**config.mk**
```make
export PLATFORM = sky130hd
export DESIGN_NAME = dct_block_sched
export DESIGN_NICKNAME = d
export VERILOG_FILES = /design/src/rtl/dct_block_sched.sv
export SDC_FILE = /design/constraint.sdc
export NUM_CORES = 1
export LEC_CHECK = 0
export CAP_MARGIN = 20
export CORE_UTILIZATION = 47
export CTS_CLUSTER_SIZE = 25
export DETAILED_ROUTE_END_ITERATION = 10
export PLACE_DENSITY_LB_ADDON = 0.1
export RECOVER_POWER = 100
export SETUP_SLACK_MARGIN = 0.2
export SLEW_MARGIN = 30
export SYNTH_ARGS = -nofsm -noshare
export SYNTH_HDL_FRONTEND = slang
export SYNTH_SLANG_ARGS = --single-unit
```
**constraint.sdc**
```tcl
create_clock -name clk -period 3 [get_ports clk]
set_clock_uncertainty 0.05 [all_clocks]
set_input_delay 0.6 -clock clk [delete_from_list [all_inputs] [get_ports clk]]
set_output_delay 0.6 -clock clk [all_outputs]
set_load 0.02 [all_outputs]
```
**src/rtl/dct_block_sched.sv**
```systemverilog
// Block scheduler in front of the shared 2-D DCT pipeline.
// Grants the pipeline to Y, Cb or Cr for one full block at a time, in MCU order,
// and forwards the granted source's pixels tagged with their component id.
module dct_block_sched #(
  parameter int PIX_W   = 12,
  parameter int BLK_PIX = 64
) (
  input  logic               clk,
  input  logic               rst,
  input  logic               mode_420,
  input  logic [2:0]         ena_in,
  input  logic [3*PIX_W-1:0] S_in,
  output logic [2:0]         rdy_out,
  input  logic               rdy_in,
  output logic               ena_out,
  output logic [PIX_W-1:0]   S_out,
  output logic [1:0]         comp_out,
  output logic               blk_start,
  output logic               mcu_done
);

  localparam int CW = (BLK_PIX > 1) ? $clog2(BLK_PIX) : 1;
  localparam logic [CW-1:0] CNT_LAST = CW'(BLK_PIX - 1);

  typedef enum logic [1:0] {GRANT, STREAM, ADVANCE} state_t;

  state_t      state;
  logic [2:0]  seq;
  logic [CW-1:0] cnt;
  logic        mode_q;
  logic [1:0]  g;

  // Component granted at a given MCU position: 4:2:0 is Y,Y,Y,Y,Cb,Cr; 4:4:4 is Y,Cb,Cr.
  function automatic logic [1:0] src_of(input logic m420, input logic [2:0] s);
    if (m420) begin
      if (s < 3'd4)       src_of = 2'd0;
      else if (s == 3'd4) src_of = 2'd1;
      else                src_of = 2'd2;
    end else begin
      src_of = s[1:0];
    end
  endfunction

  logic [2:0]       last_seq;
  logic             accept;
  logic [PIX_W-1:0] pix_sel;

  assign last_seq = mode_q ? 3'd5 : 3'd2;
  // Any ena on the granted source is taken in STREAM, even with rdy_in low:
  // that covers the single pixel already in flight when the DCT drops ready.
  assign accept   = (state == STREAM) && ena_in[g];

  // Pixel mux for the granted source.
  always_comb begin
    pix_sel = S_in[PIX_W-1:0];
    case (g)
      2'd1:    pix_sel = S_in[2*PIX_W-1:PIX_W];
      2'd2:    pix_sel = S_in[3*PIX_W-1:2*PIX_W];
      default: pix_sel = S_in[PIX_W-1:0];
    endcase
  end

  // Ready follows the DCT's ready, but only toward the granted source while streaming.
  assign rdy_out = (state == STREAM) ? (3'({2'b00, rdy_in}) << g) : 3'b000;

  // Scheduler FSM plus the one-stage registered output pipeline.
  always_ff @(posedge clk) begin
    if (rst) begin
      state     <= GRANT;
      seq       <= 3'd0;
      cnt       <= '0;
      mode_q    <= 1'b0;
      g         <= 2'd0;
      ena_out   <= 1'b0;
      S_out     <= '0;
      comp_out  <= 2'd0;
      blk_start <= 1'b0;
      mcu_done  <= 1'b0;
    end else begin
      ena_out   <= 1'b0;
      blk_start <= 1'b0;
      mcu_done  <= 1'b0;
      case (state)
        GRANT: begin
          // Mode is only sampled at the head of an MCU so a mid-MCU change cannot split it.
          if (seq == 3'd0) begin
            mode_q <= mode_420;
            g      <= src_of(mode_420, seq);
          end else begin
            g      <= src_of(mode_q, seq);
          end
          state <= STREAM;
        end
        STREAM: begin
          if (accept) begin
            ena_out   <= 1'b1;
            S_out     <= pix_sel;
            comp_out  <= g;
            blk_start <= (cnt == '0);
            mcu_done  <= (cnt == CNT_LAST) && (seq == last_seq);
            cnt       <= cnt + 1'b1;
            if (cnt == CNT_LAST) state <= ADVANCE;
          end
        end
        ADVANCE: begin
          seq   <= (seq == last_seq) ? 3'd0 : seq + 3'd1;
          state <= GRANT;
        end
        default: state <= GRANT;
      endcase
    end
  end

endmodule

```
# --- Word-level counts from Yosys, hierarchy flattened ---
# Index checks and enable logic that the tools add are counted.
totals:
  wordCells: 51
  in_bits: 43
  out_inout_bits: 20
  register_bits: 31
classes:
  n_shift: 1
  mux: 15
  n_lt_le_gt_ge: 2
  bitwise: 2
  eq_ne: 9
  reduce_logical: 10
  addsub: 2
ops:
  columns: ["operator", "count"]
  rows:
  - ["$pmux 12 s2", 1]
  - ["$mux 2", 7]
  - ["$mux 3", 3]
  - ["$add 6x1->6 const B", 1]
  - ["$eq 6x6->1 const B", 1]
  - ["$logic_not 6->1", 1]
  - ["$reduce_and 2->1", 3]
  - ["$eq 2x1->1 const B", 2]
  - ["$eq 2x2->1 const B", 2]
  - ["$pmux 2 s2", 1]
  - ["$add 3x1->3 const B", 1]
  - ["$eq 3x3->1", 1]
  - ["$eq 3x3->1 const B", 1]
  - ["$logic_not 3->1", 1]
  - ["$lt 2x3->1 const B", 1]
  - ["$lt 3x3->1 const B", 1]
  - ["$reduce_or 3->1", 1]
  - ["$shl 1x2->3", 1]
  - ["$bmux 1 s2", 1]
  - ["$logic_and 1x1->1", 2]
  - ["$logic_not 2->1", 1]
  - ["$mux 1", 2]
  - ["$ne 2x1->1 const B", 1]
  - ["$ne 2x2->1 const B", 1]
  - ["2 further kinds", 3]

# --- Longest topological paths before layout ---
logic_depth:
  word_depth: 5
  ltp_mapped: 7
  ltp_nobuf: 6

# --- Worst setup path before layout ---
# Ideal clock, no wire load.
synth_path:
  path_type: "input to output"
  startpoint: "input port rdy_in"
  endpoint: "output port rdy_out[0]"
  required_ns: 2.350
  path_buffers: 0
  path_stages: 2
  t_arrival_ns: 1.163
  setup_slack_ns: 1.187
  path_cell_list: "nand3b_1 nor3_1"
synth_via:
  elab_chain_len: 2
synth_rtl:
  columns: ["element", "line_no", "source"]
  rows:
  - ["start, declared", "14", "input logic rdy_in,"]
  - ["$shl 1x2->3", "64", "assign rdy_out = (state == STREAM) ? (3'({2'b00, rdy_in}) << g) : 3'b000;"]
  - ["$mux 3", "64", null]
  - ["end, declared", "13", "output logic [2:0] rdy_out,"]
# No other way between the ends.

# --- Worst setup path after layout ---
layout_path:
  startpoint: "input port rdy_in"
  endpoint: "output port rdy_out[2]"
# Same word-level chain as after synthesis.

==> results.sh <==
export IMPL_status="completed"
export IMPL_p_int_uw=613
export IMPL_setup_ws_ps=215
export IMPL_clk_path_buf_depth=2
export IMPL_grt_remaining_overflow=0
export IMPL_async_flop_share_pct=0
export IMPL_yosysTopAreaCell="dfxtp_1"
export IMPL_final_layout_size_suffix_gt1_share_pct=3.54
export IMPL_syn_area_sq_um=1630
export IMPL_period_needed_ps=2780
export IMPL_path_class="in -> out"
export IMPL_finalWeightedCongestion=0.739
export IMPL_cts_buffers=5
export IMPL_synth_area_per_cell_sq_um=8.40
export IMPL_required_ps=2350
export IMPL_final_antenna_net_count=0
export IMPL_viasPerCell=5.14
export IMPL_p_sw_share_pct=26.6
export IMPL_final_period_utilization_pct=92.8
export IMPL_placed_area_sq_um=2260
export IMPL_dp_hpwl_um=2720
export IMPL_finalWirelength_um=3720
export IMPL_setup_viol=0
export IMPL_switchingPower_uw=222
export IMPL_clk_pin_slew_ps=90
export IMPL_drt_first_pass_iters=4
export IMPL_cts_max_level=2
export IMPL_grt_usage_pct=22.3
export IMPL_fin_tns_setup_ps=0
export IMPL_comb_power_share_pct=20.0
export IMPL_synthCells=194
export IMPL_end_kind="output port"
export IMPL_nFillCells=307
export IMPL_area_growth_pct=40.9
export IMPL_leakage_uw=0.000917
export IMPL_grt_pass1_wl_um=5870
export IMPL_synth_edf_count=0
export IMPL_design_area_sq_um=2300
export IMPL_antenna_found_initial=0
export IMPL_hold_class="reg -> reg"
export IMPL_p_total_uw=834
export IMPL_mostFrequentLayoutCell="clkdlybuf4s50_1"
export IMPL_hold_viol_final=0
export IMPL_final_cell_mix="clkdlybuf4s50_1 (40), dfxtp_1 (31), nor2_1 (23)"
export IMPL_synthesis_nets=243
export IMPL_synth_cell_types=31
export IMPL_cts_root_buf="clkbuf_4"
export IMPL_die_w_um=60.9
export IMPL_maxSlewViolCount=0
export IMPL_crit_fanout=3
export IMPL_ctsHoldBuffers=0
export IMPL_synth_ff_type="dfxtp_1"
export IMPL_dieArea_sq_um=3710
export IMPL_drt_iter0_drc=102
export IMPL_tritoncts="built"
export IMPL_drc=0
export IMPL_core_sq_um=3340
export IMPL_power_per_cell_area_nw_per_um2=363
export IMPL_num_rows=21
export IMPL_synth_top_area_share_pct=38.1
export IMPL_first_global_vias=1293
export IMPL_p_seq_share_pct=52.6
export IMPL_synthTopCellsByArea="dfxtp_1 (38%), mux2i_1 (9.8%), a22oi_1 (5.5%)"
export IMPL_pin_count=63
export IMPL_grt_max_degree=25
export IMPL_final_nets=302
export IMPL_ir_worst_vdd_v=0.000194
export IMPL_yosysWarnings=0
export IMPL_antenna_cells=0
export IMPL_die_y_um=60.9
export IMPL_post_cts_buffers=0
export IMPL_clock_sinks=31
export IMPL_rsz0062_at_grt="no"
export IMPL_worstPathArrival_ps=2130
export IMPL_synth_seq_area_share_pct=38.1
export IMPL_clkLatencyLatePin_ps=330
export IMPL_cap_violations=0
export IMPL_relSlewSlack_pct=53.8
export IMPL_cts_resized=0
export IMPL_worstMarginPinSlew_ps=690
export IMPL_wl_per_cell_um=12.4
export IMPL_dp_slack_ps=259
export IMPL_portBuffers=62
export IMPL_max_freq_mhz=359
export IMPL_vias=1541
export IMPL_start_kind="input port"
export IMPL_ys_ff_latch=31
export IMPL_start_util_pct=48.9
export IMPL_p_clk_share_pct=27.5
==> flip-flops by register name, indices dropped and copies added, names as in the netlist <==
name       count
ena_out        1
comp_out       2
S_out         12
blk_start      1
seq            3
mcu_done       1
cnt            6
g              2
state          2
mode_q         1
==> synth_stat cells, drive strengths merged, types with 3 or more instances <==
cell type  instances
a22oi             12
buf                3
ha                 6
nor2b              6
nor2              23
dfxtp             31
clkbuf             9
nand3b             3
nand3              6
nand2             15
a31oi              3
nor3               7
and3               3
o21ai             16
inv               10
a21o               3
mux2i             16
a21oi              8
nand2b             3
==> through the flow <==
stage	hold slack [ps]	util, %	instances
4_1_cts	452	69.2	300
6_report	445	68.8	300
5_1_grt	456	68.8	300
3_3_place_gp	428	67.7	292
2_1_floorplan	436	-	194
3_5_place_dp	431	67.7	292
==> power by group through the flow <==
stage	Combinational, uW	Sequential, uW	Clock (uW)
2_1_floorplan	74.8	457	0
3_3_place_gp	171	448	0
3_5_place_dp	174	448	0
4_1_cts	174	439	238
5_1_grt	182	441	255
6_report	167	438	229
==> metal layers <==
layer	vias up	global-route usage (%)	part of all wire (%)
met5	-	0	0
met4	0	7.79	1.5
met2	61	31.6	44
met1	671	29.2	45
li1	801	-	-
met3	8	11.3	9.2
==> kinds of logic after synthesis <==
| group | Yosys count | synth area share (%) |
|---|---|---|
| flops | 31 | 38.1 |
| compound gates | 45 | 17.8 |
| fa+ha+maj | 6 | 4.60 |
| buf+inv | 22 | 6.22 |
| simple gates | 72 | 22.0 |
| mux | 17 | 10.7 |
| xor+xnor | 1 | 0.537 |
==> area by class of cell <==
type	count	area (sq um)	share of cell area, %
Clock inverter	1	5.00	0.218
Timing Repair Buffer	64	632	27.5
Tap cell	46	57.6	2.51
Multi-Input combinational cell	141	900	39.2
Inverter	10	37.5	1.63
Sequential cell	31	621	27.0
Clock buffer	7	45.0	1.96
==> critical path, cell delays in order <==
cell,delay (ps)
clkdlybuf4s50_1,450
nand3b_1,130
nor3_1,240
dlygate4sd3_1,710
==> final timing paths <==
check,from,end,slack [ps],depth (start not counted)
setup / recovery,rdy_in,rdy_out[2],220,4
hold reg to reg,comp_out[1],comp_out[1],440,2
setup reg to reg,state[0],S_out[0],590,5
hold / removal,comp_out[1],comp_out[1],440,2
Note: power is estimated with default switching activity, not from simulation.
